`config.mk`:
```
export PLATFORM = sky130hd
export DESIGN_NAME = regfile_write_arbiter
export DESIGN_NICKNAME = d
export VERILOG_FILES = /design/src/rtl/regfile_write_arbiter.sv
export SDC_FILE = /design/constraint.sdc
export NUM_CORES = 1
export LEC_CHECK = 0
export BUFFER_PORTS_ARGS = -buffer_cell sky130_fd_sc_hd__clkbuf_2
export CORE_AREA = 2 2 112 71
export CTS_CLUSTER_SIZE = 16
export DETAILED_ROUTE_END_ITERATION = 10
export DIE_AREA = 0 0 114 73
export SLEW_MARGIN = 5
export SYNTH_ARGS = -nofsm -noshare
export SYNTH_HDL_FRONTEND = slang
export SYNTH_SLANG_ARGS = --single-unit
```
`constraint.sdc`:
```
create_clock -name clock -period 2.7 [get_ports clock]
set_input_delay 0.27 -clock clock [delete_from_list [all_inputs] [get_ports clock]]
set_output_delay 0.27 -clock clock [all_outputs]
set_load 0.01 [all_outputs]
```
`src/rtl/regfile_write_arbiter.sv`:
```
// Two-port register-file writeback arbiter: round-robin between execute (req0) and load (req1)
// writebacks, one registered write per cycle. Optional conflict counter under RF_WARB_STATS_EN.
module regfile_write_arbiter #(
    parameter int DATA_WIDTH = 32,
    parameter int ADDR_WIDTH = 5
) (
    input  logic                  clock,
    input  logic                  reset,
    input  logic                  stall,
    input  logic                  req0_valid,
    input  logic [ADDR_WIDTH-1:0] req0_addr,
    input  logic [DATA_WIDTH-1:0] req0_data,
    output logic                  req0_ready,
    input  logic                  req1_valid,
    input  logic [ADDR_WIDTH-1:0] req1_addr,
    input  logic [DATA_WIDTH-1:0] req1_data,
    output logic                  req1_ready,
    output logic                  write_enable,
    output logic [ADDR_WIDTH-1:0] addr_rd,
    output logic [DATA_WIDTH-1:0] data_rd,
    output logic                  last_grant
`ifdef RF_WARB_STATS_EN
    ,
    output logic [15:0]           conflict_count
`endif
);

    logic                  w_both;
    logic                  w_grant0;
    logic                  w_grant1;
    logic                  w_accept;
    logic [ADDR_WIDTH-1:0] w_sel_addr;
    logic [DATA_WIDTH-1:0] w_sel_data;

    logic                  r_we;
    logic [ADDR_WIDTH-1:0] r_addr;
    logic [DATA_WIDTH-1:0] r_data;
    logic                  r_last_grant;

    assign w_both = req0_valid & req1_valid;

    // On a conflict the requester that did not win last time is served.
    always_comb begin
        w_grant0 = 1'b0;
        w_grant1 = 1'b0;
        if (!reset && !stall) begin
            if (w_both) begin
                w_grant0 = r_last_grant;
                w_grant1 = ~r_last_grant;
            end else begin
                w_grant0 = req0_valid;
                w_grant1 = req1_valid;
            end
        end
    end

    assign w_accept   = w_grant0 | w_grant1;
    assign w_sel_addr = w_grant1 ? req1_addr : req0_addr;
    assign w_sel_data = w_grant1 ? req1_data : req0_data;

    // x0 is hardwired: the request is consumed but never strobed into the file.
    always_ff @(posedge clock or posedge reset) begin
        if (reset) begin
            r_we         <= 1'b0;
            r_addr       <= '0;
            r_data       <= '0;
            r_last_grant <= 1'b1;
        end else begin
            r_we <= w_accept && (w_sel_addr != '0);
            if (w_accept) begin
                r_addr       <= w_sel_addr;
                r_data       <= w_sel_data;
                r_last_grant <= w_grant1;
            end
        end
    end

`ifdef RF_WARB_STATS_EN
    logic [15:0] r_conflict_count;

    function automatic logic [15:0] sat_inc16(input logic [15:0] value);
        return (value == 16'hFFFF) ? value : value + 16'd1;
    endfunction

    always_ff @(posedge clock or posedge reset) begin
        if (reset) begin
            r_conflict_count <= '0;
        end else if (w_both && !stall) begin
            r_conflict_count <= sat_inc16(r_conflict_count);
        end
    end

    assign conflict_count = r_conflict_count;
`endif

    assign req0_ready   = w_grant0;
    assign req1_ready   = w_grant1;
    assign write_enable = r_we;
    assign addr_rd      = r_addr;
    assign data_rd      = r_data;
    assign last_grant   = r_last_grant;

endmodule

```
==> flow_summary.yaml, run 1 <==
cts:
  path_clk_slew_ps: 60
  clkLatencyLatePin_ps: 280
  root_buffer: "clkbuf_16"
  cts_tree: "yes"
  numCtsBuffers: 5
  postCtsResizedCells: 0
  htree_levels: 2
  post-cts-setup-buffers: 0
  cts_hold_buf: 0
  cts_sinks: 39
  cts_buffer_depth: 2
finish:
  fill_cells: 781
  diodes: 0
  final_cells: 434
  area_growth_pct: 38.5
  final_common_cell: "clkbuf_2"
  drive_gt1_share_pct: 42.1
  seq_area_um2: 977
  final_cell_area_mm2: 0.00293
  multi_input_area_um2: 878
  final_cell_mix: "clkbuf_2 (119), inv_1 (38), dfrtp_1 (38), o2111ai_1 (37), o211ai_1 (37)"
  fin_nets: 418
sta:
  setup_tns_ps: 0
  timing.hold.ws_ps: 214
  fin_crit_sh_pct: 71.6
  hold_viol: 0
  drv_slew: 0
  worst_pin_slew_ps: 865
  min_period_ps: 1930
  fmax_ghz: 0.517
  maxSlewHeadroom_pct: 42.2
  finalSetupViolations: 0
  rsz0062_at_grt: "no"
  skew_ps: 4.80
detailed_routing:
  postRouteWirelength_mm: 7.32
  vias: 2317
  avgRoutedWirePerCell_um: 16.9
  drt_drc_violations_left: 0
  ant_nets: 0
  viasPerCell: 5.34
  firstDrtPassIters: 4
  drtIter0Drc: 293
global_route:
  grt_pass1_vias: 2258
  track_usage_pct: 17.6
  grt_max_degree: 41
  grt_pass1_wl_mm: 11.5
  antenna_found_initial: 0
  gr-total-overflow: 0
place:
  place_inst: 426
  gp_congestion: 0.791
  port_buffers: 119
  dp_hpwl_mm: 4.94
  place_area_mm2: 0.00279
setup_path:
  cp.required_ps: 2430
  path_class: "reg -> out"
  cp.arrival_ps: 1660
  crit_fanout: 40
  endpoint_kind: "output pin"
  start_kind: "register"
synth:
  yosysTopAreaCell: "dfrtp_1"
  syn_nets: 309
  syn_area_per_cell_um2: 9.21
  synth_area_leaders: "dfrtp_1 (45%), o2111ai_1 (15%), o211ai_1 (13%)"
  ys_seq_area_share_pct: 46.1
  ys_ff_latch: 39
  synth_area_mm2: 0.00212
  synthesis.instances: 230
  ys_warn_count: 0
  yosysTopAreaCellShare_pct: 44.9
  ys_types: 22
floorplan:
  dieArea_mm2: 0.00832
  ioPinCount: 120
  start_util_pct: 28.5
  coreArea_mm2: 0.00744
  die_h_um: 73
  num_rows: 25
  die_width_um: 114
run_status:
  status: "finished, final reports clean"
run:
  maxCapViolations: 0
hold_path:
  min_path_type: "in -> async"
pwr:
  total_power_w: 0.00182
  cellPowerDensity_mw_per_mm2: 619
  ir_worst_vdd_mv: 0.221
  p_leak_nw: 1.45
-- cell type report --
type / instances / area share [%]
flip-flops and latches: 39 / 33.3
multi-input cells: 124 / 29.9
repair buffers: 129 / 22.9
inverters: 40 / 5.12
clock buffers: 5 / 4.26
well taps: 94 / 4.01
clock inverters: 3 / 0.512
-- flip-flops by register name, indices dropped and copies added (netlist names) --
register,count
last_grant,1
write_enable,1
data_rd,32
addr_rd,5
-- layer usage --
metal  vias up  share of wire [%]  track usage (%)
met1      1088                 48             25.2
met3         4                9.0             4.65
met4         0                1.0             4.88
met5         -                  0                0
met2       137                 42             26.2
li1       1088                  -                -
-- per-stage QoR --
| step | util [%] | setup WS, ps |
|---|---|---|
| 5_1_grt | 39.4 | 633 |
| 3_3_place_gp | 37.5 | 981 |
| 3_5_place_dp | 37.5 | 1000 |
| 2_1_floorplan | - | 1110 |
| 6_report | 39.4 | 766 |
| 4_1_cts | 39.4 | 775 |
-- final timing paths --
path	from	to	slack, ps	cells past startpoint
hold / removal	reset	data_rd[24]$_DFFE_PP0P_	210	2
min in group clock	req1_data[31]	data_rd[31]$_DFFE_PP0P_	240	3
setup reg to reg	last_grant$_DFFE_PP1P_	data_rd[6]$_DFFE_PP0P_	1110	4
max in group asynchronous	reset	addr_rd[0]$_DFFE_PP0P_	1940	2
setup / recovery	last_grant$_DFFE_PP1P_	req0_ready	770	4
hold reg to reg	data_rd[1]$_DFFE_PP0P_	data_rd[1]$_DFFE_PP0P_	530	2
-- Yosys cell counts --
cell       instances
o21ai_0           34
a211oi_2           1
o21ai_1            5
a311oi_1           1
nand2_1            1
dfstp_2            1
or2_1              1
or4_1              1
nor4_1             1
inv_2              1
buf_2              9
buf_4              2
o2111ai_1         37
nor2_2             1
nor2_1             2
a211oi_1           1
inv_1             39
o211ai_1          37
buf_1              1
a21o_1             1
dfrtp_1           38
clkbuf_1          15
-- logic make-up (layout without fill, tap and decap cells) --
family,count (synthesis),after routing,share of synthesized area [%]
compound gates,117,117,39.3
buf+inv,67,177,12.8
flops,39,39,46.1
simple gates,7,7,1.77
-- report_power, final --
part / switching, W / internal [W]
Sequential: 0.0000610 / 0.000694
Combinational: 0.000283 / 0.000200
Clock: 0.000242 / 0.000337
Total: 0.000585 / 0.00123
-- worst max-delay path: stages (launching register included) --
cell and delay (ps):
dfstp_2 550, buf_4 410, o21ai_0 130, nor2_1 130
clkbuf_2 150
(Power assumes the default switching activity.)
==> inputs of run 2 (changes only) <==
clock period = 2.03 ns   (was 2.7 ns; I/O delays follow)
==> flow_summary.yaml, run 2 (same netlist as run 1, synthesis figures left out) <==
run_status:
  status: "finished, final reports clean"
detailed_routing:
  ant_nets: 0
  drtIter0Drc: 173
  vias: 2323
  firstDrtPassIters: 4
  viasPerCell: 5.30
  avgRoutedWirePerCell_um: 16.6
  postRouteWirelength_mm: 7.27
  drt_drc_violations_left: 0
cts:
  numCtsBuffers: 5
  cts_tree: "yes"
  cts_sinks: 39
  cts_buffer_depth: 2
  postCtsResizedCells: 0
  path_clk_slew_ps: 60
  htree_levels: 2
  clkLatencyLatePin_ps: 280
  root_buffer: "clkbuf_16"
  cts_hold_buf: 0
  post-cts-setup-buffers: 0
place:
  dp_hpwl_mm: 5.18
  place_inst: 430
  place_ws_ps: 464
  gp_congestion: 0.806
  place_area_mm2: 0.00284
  port_buffers: 119
sta:
  worst_pin_slew_ps: 664
  hold_viol: 0
  setup_tns_ps: 0
  fmax_ghz: 0.562
  min_period_ps: 1780
  maxSlewHeadroom_pct: 55.7
  finalSetupViolations: 0
  rsz0062_at_grt: "no"
  fin_crit_sh_pct: 87.7
  fin_ws_ps: 251
  skew_ps: 2.66
  drv_slew: 0
finish:
  final_cell_mix: "clkbuf_2 (119), inv_1 (38), dfrtp_1 (38), o2111ai_1 (37), o211ai_1 (37)"
  fin_nets: 422
  area_growth_pct: 40.3
  final_common_cell: "clkbuf_2"
  final_cells: 438
  largest_reg_flops: 32
  drive_gt1_share_pct: 41.9
  diodes: 0
  fill_cells: 786
  final_cell_area_mm2: 0.00297
pwr:
  ir_worst_vdd_mv: 0.293
  p_leak_nw: 1.47
  power.share.clock_pct: 31.7
  seqPwrFrac_pct: 41.6
  cellPowerDensity_mw_per_mm2: 812
  intPower_w: 0.00166
  power.switching_w: 0.000759
  comb_power_share_pct: 26.7
  power_switching_share_pct: 31.4
setup_path:
  cp.required_ps: 1830
  r2r_setup_slack_ps: 510
  reg2regPathDepth: 4
  path_class: "reg -> out"
  crit_fanout: 40
  start_kind: "register"
  r2r-end: "data_rd[16]$_DFFE_PP0P_"
  endpoint_kind: "output pin"
  cp.arrival_ps: 1580
  rr_startpoint: "last_grant$_DFFE_PP1P_"
floorplan:
  dieArea_mm2: 0.00832
  start_util_pct: 28.5
  die_width_um: 114
  num_rows: 25
  die_h_um: 73
  ioPinCount: 120
  coreArea_mm2: 0.00744
run:
  maxCapViolations: 0
global_route:
  antenna_found_initial: 0
  grt_max_degree: 41
  grt_pass1_wl_mm: 11.5
  gr-total-overflow: 0
  track_usage_pct: 17.7
  grt_pass1_vias: 2285
hold_path:
  min_path_type: "in -> async"
run 2: cell count changes in the layout (fill, tap and decap cells not counted):
cell      delta
clkinv_2     -3
buf_4        +3
buf_12       +1
clkbuf_1     +3
run 2: how the worst max path moves through the flow:
stage | from | to
3_5_place_dp | last_grant$_DFFE_PP1P_ | data_rd[16]$_DFFE_PP0P_
3_3_place_gp | last_grant$_DFFE_PP1P_ | req0_ready
6_report | last_grant$_DFFE_PP1P_ | req0_ready
5_1_grt | last_grant$_DFFE_PP1P_ | req0_ready
4_1_cts | last_grant$_DFFE_PP1P_ | req0_ready
2_1_floorplan | last_grant$_DFFE_PP1P_ | req0_ready
run 2: layout make-up:
class,count,area [um2],share of cell area [%]
Sequential cell,39,977,32.9
Clock buffer,8,136,4.59
Inverter,40,150,5.05
Tap cell,94,118,3.96
Timing Repair Buffer,133,713,24.0
Multi-Input combinational cell,124,878,29.5
run 2: metrics by stage:
| step | hold slack (ps) | utilization (%) | total power [W] |
|---|---|---|---|
| 6_report | 76.5 | 39.9 | 0.00241 |
| 5_1_grt | 131 | 39.9 | 0.00255 |
| 4_1_cts | 107 | 39.9 | 0.00243 |
| 3_5_place_dp | 399 | 38.1 | 0.00167 |
| 3_3_place_gp | 389 | 38.1 | 0.00166 |
| 2_1_floorplan | 366 | - | 0.00134 |
run 2: routing by layer:
layer | global-route usage (%) | up-vias | part of all wire (%)
met1 | 24.8 | 1126 | 48
met2 | 26.8 | 103 | 43
met3 | 5.23 | 4 | 7.8
li1 | - | 1090 | -
met4 | 4.20 | 0 | 0.66
met5 | 0 | - | 0
run 2: worst max-delay path, cell delays in order (launching register included):
cell      delay, ps
dfstp_2         540
buf_4           390
o21ai_0         140
nor2_1          100
clkbuf_2        130
run 2: power by group through the flow:
stage	sequential [W]	clock (W)	combinational, W
2_1_floorplan	0.00107	0	0.000265
3_3_place_gp	0.00102	0	0.000643
3_5_place_dp	0.00101	0	0.000651
4_1_cts	0.00100	0.000777	0.000650
5_1_grt	0.00102	0.000820	0.000712
6_report	0.00100	0.000765	0.000645
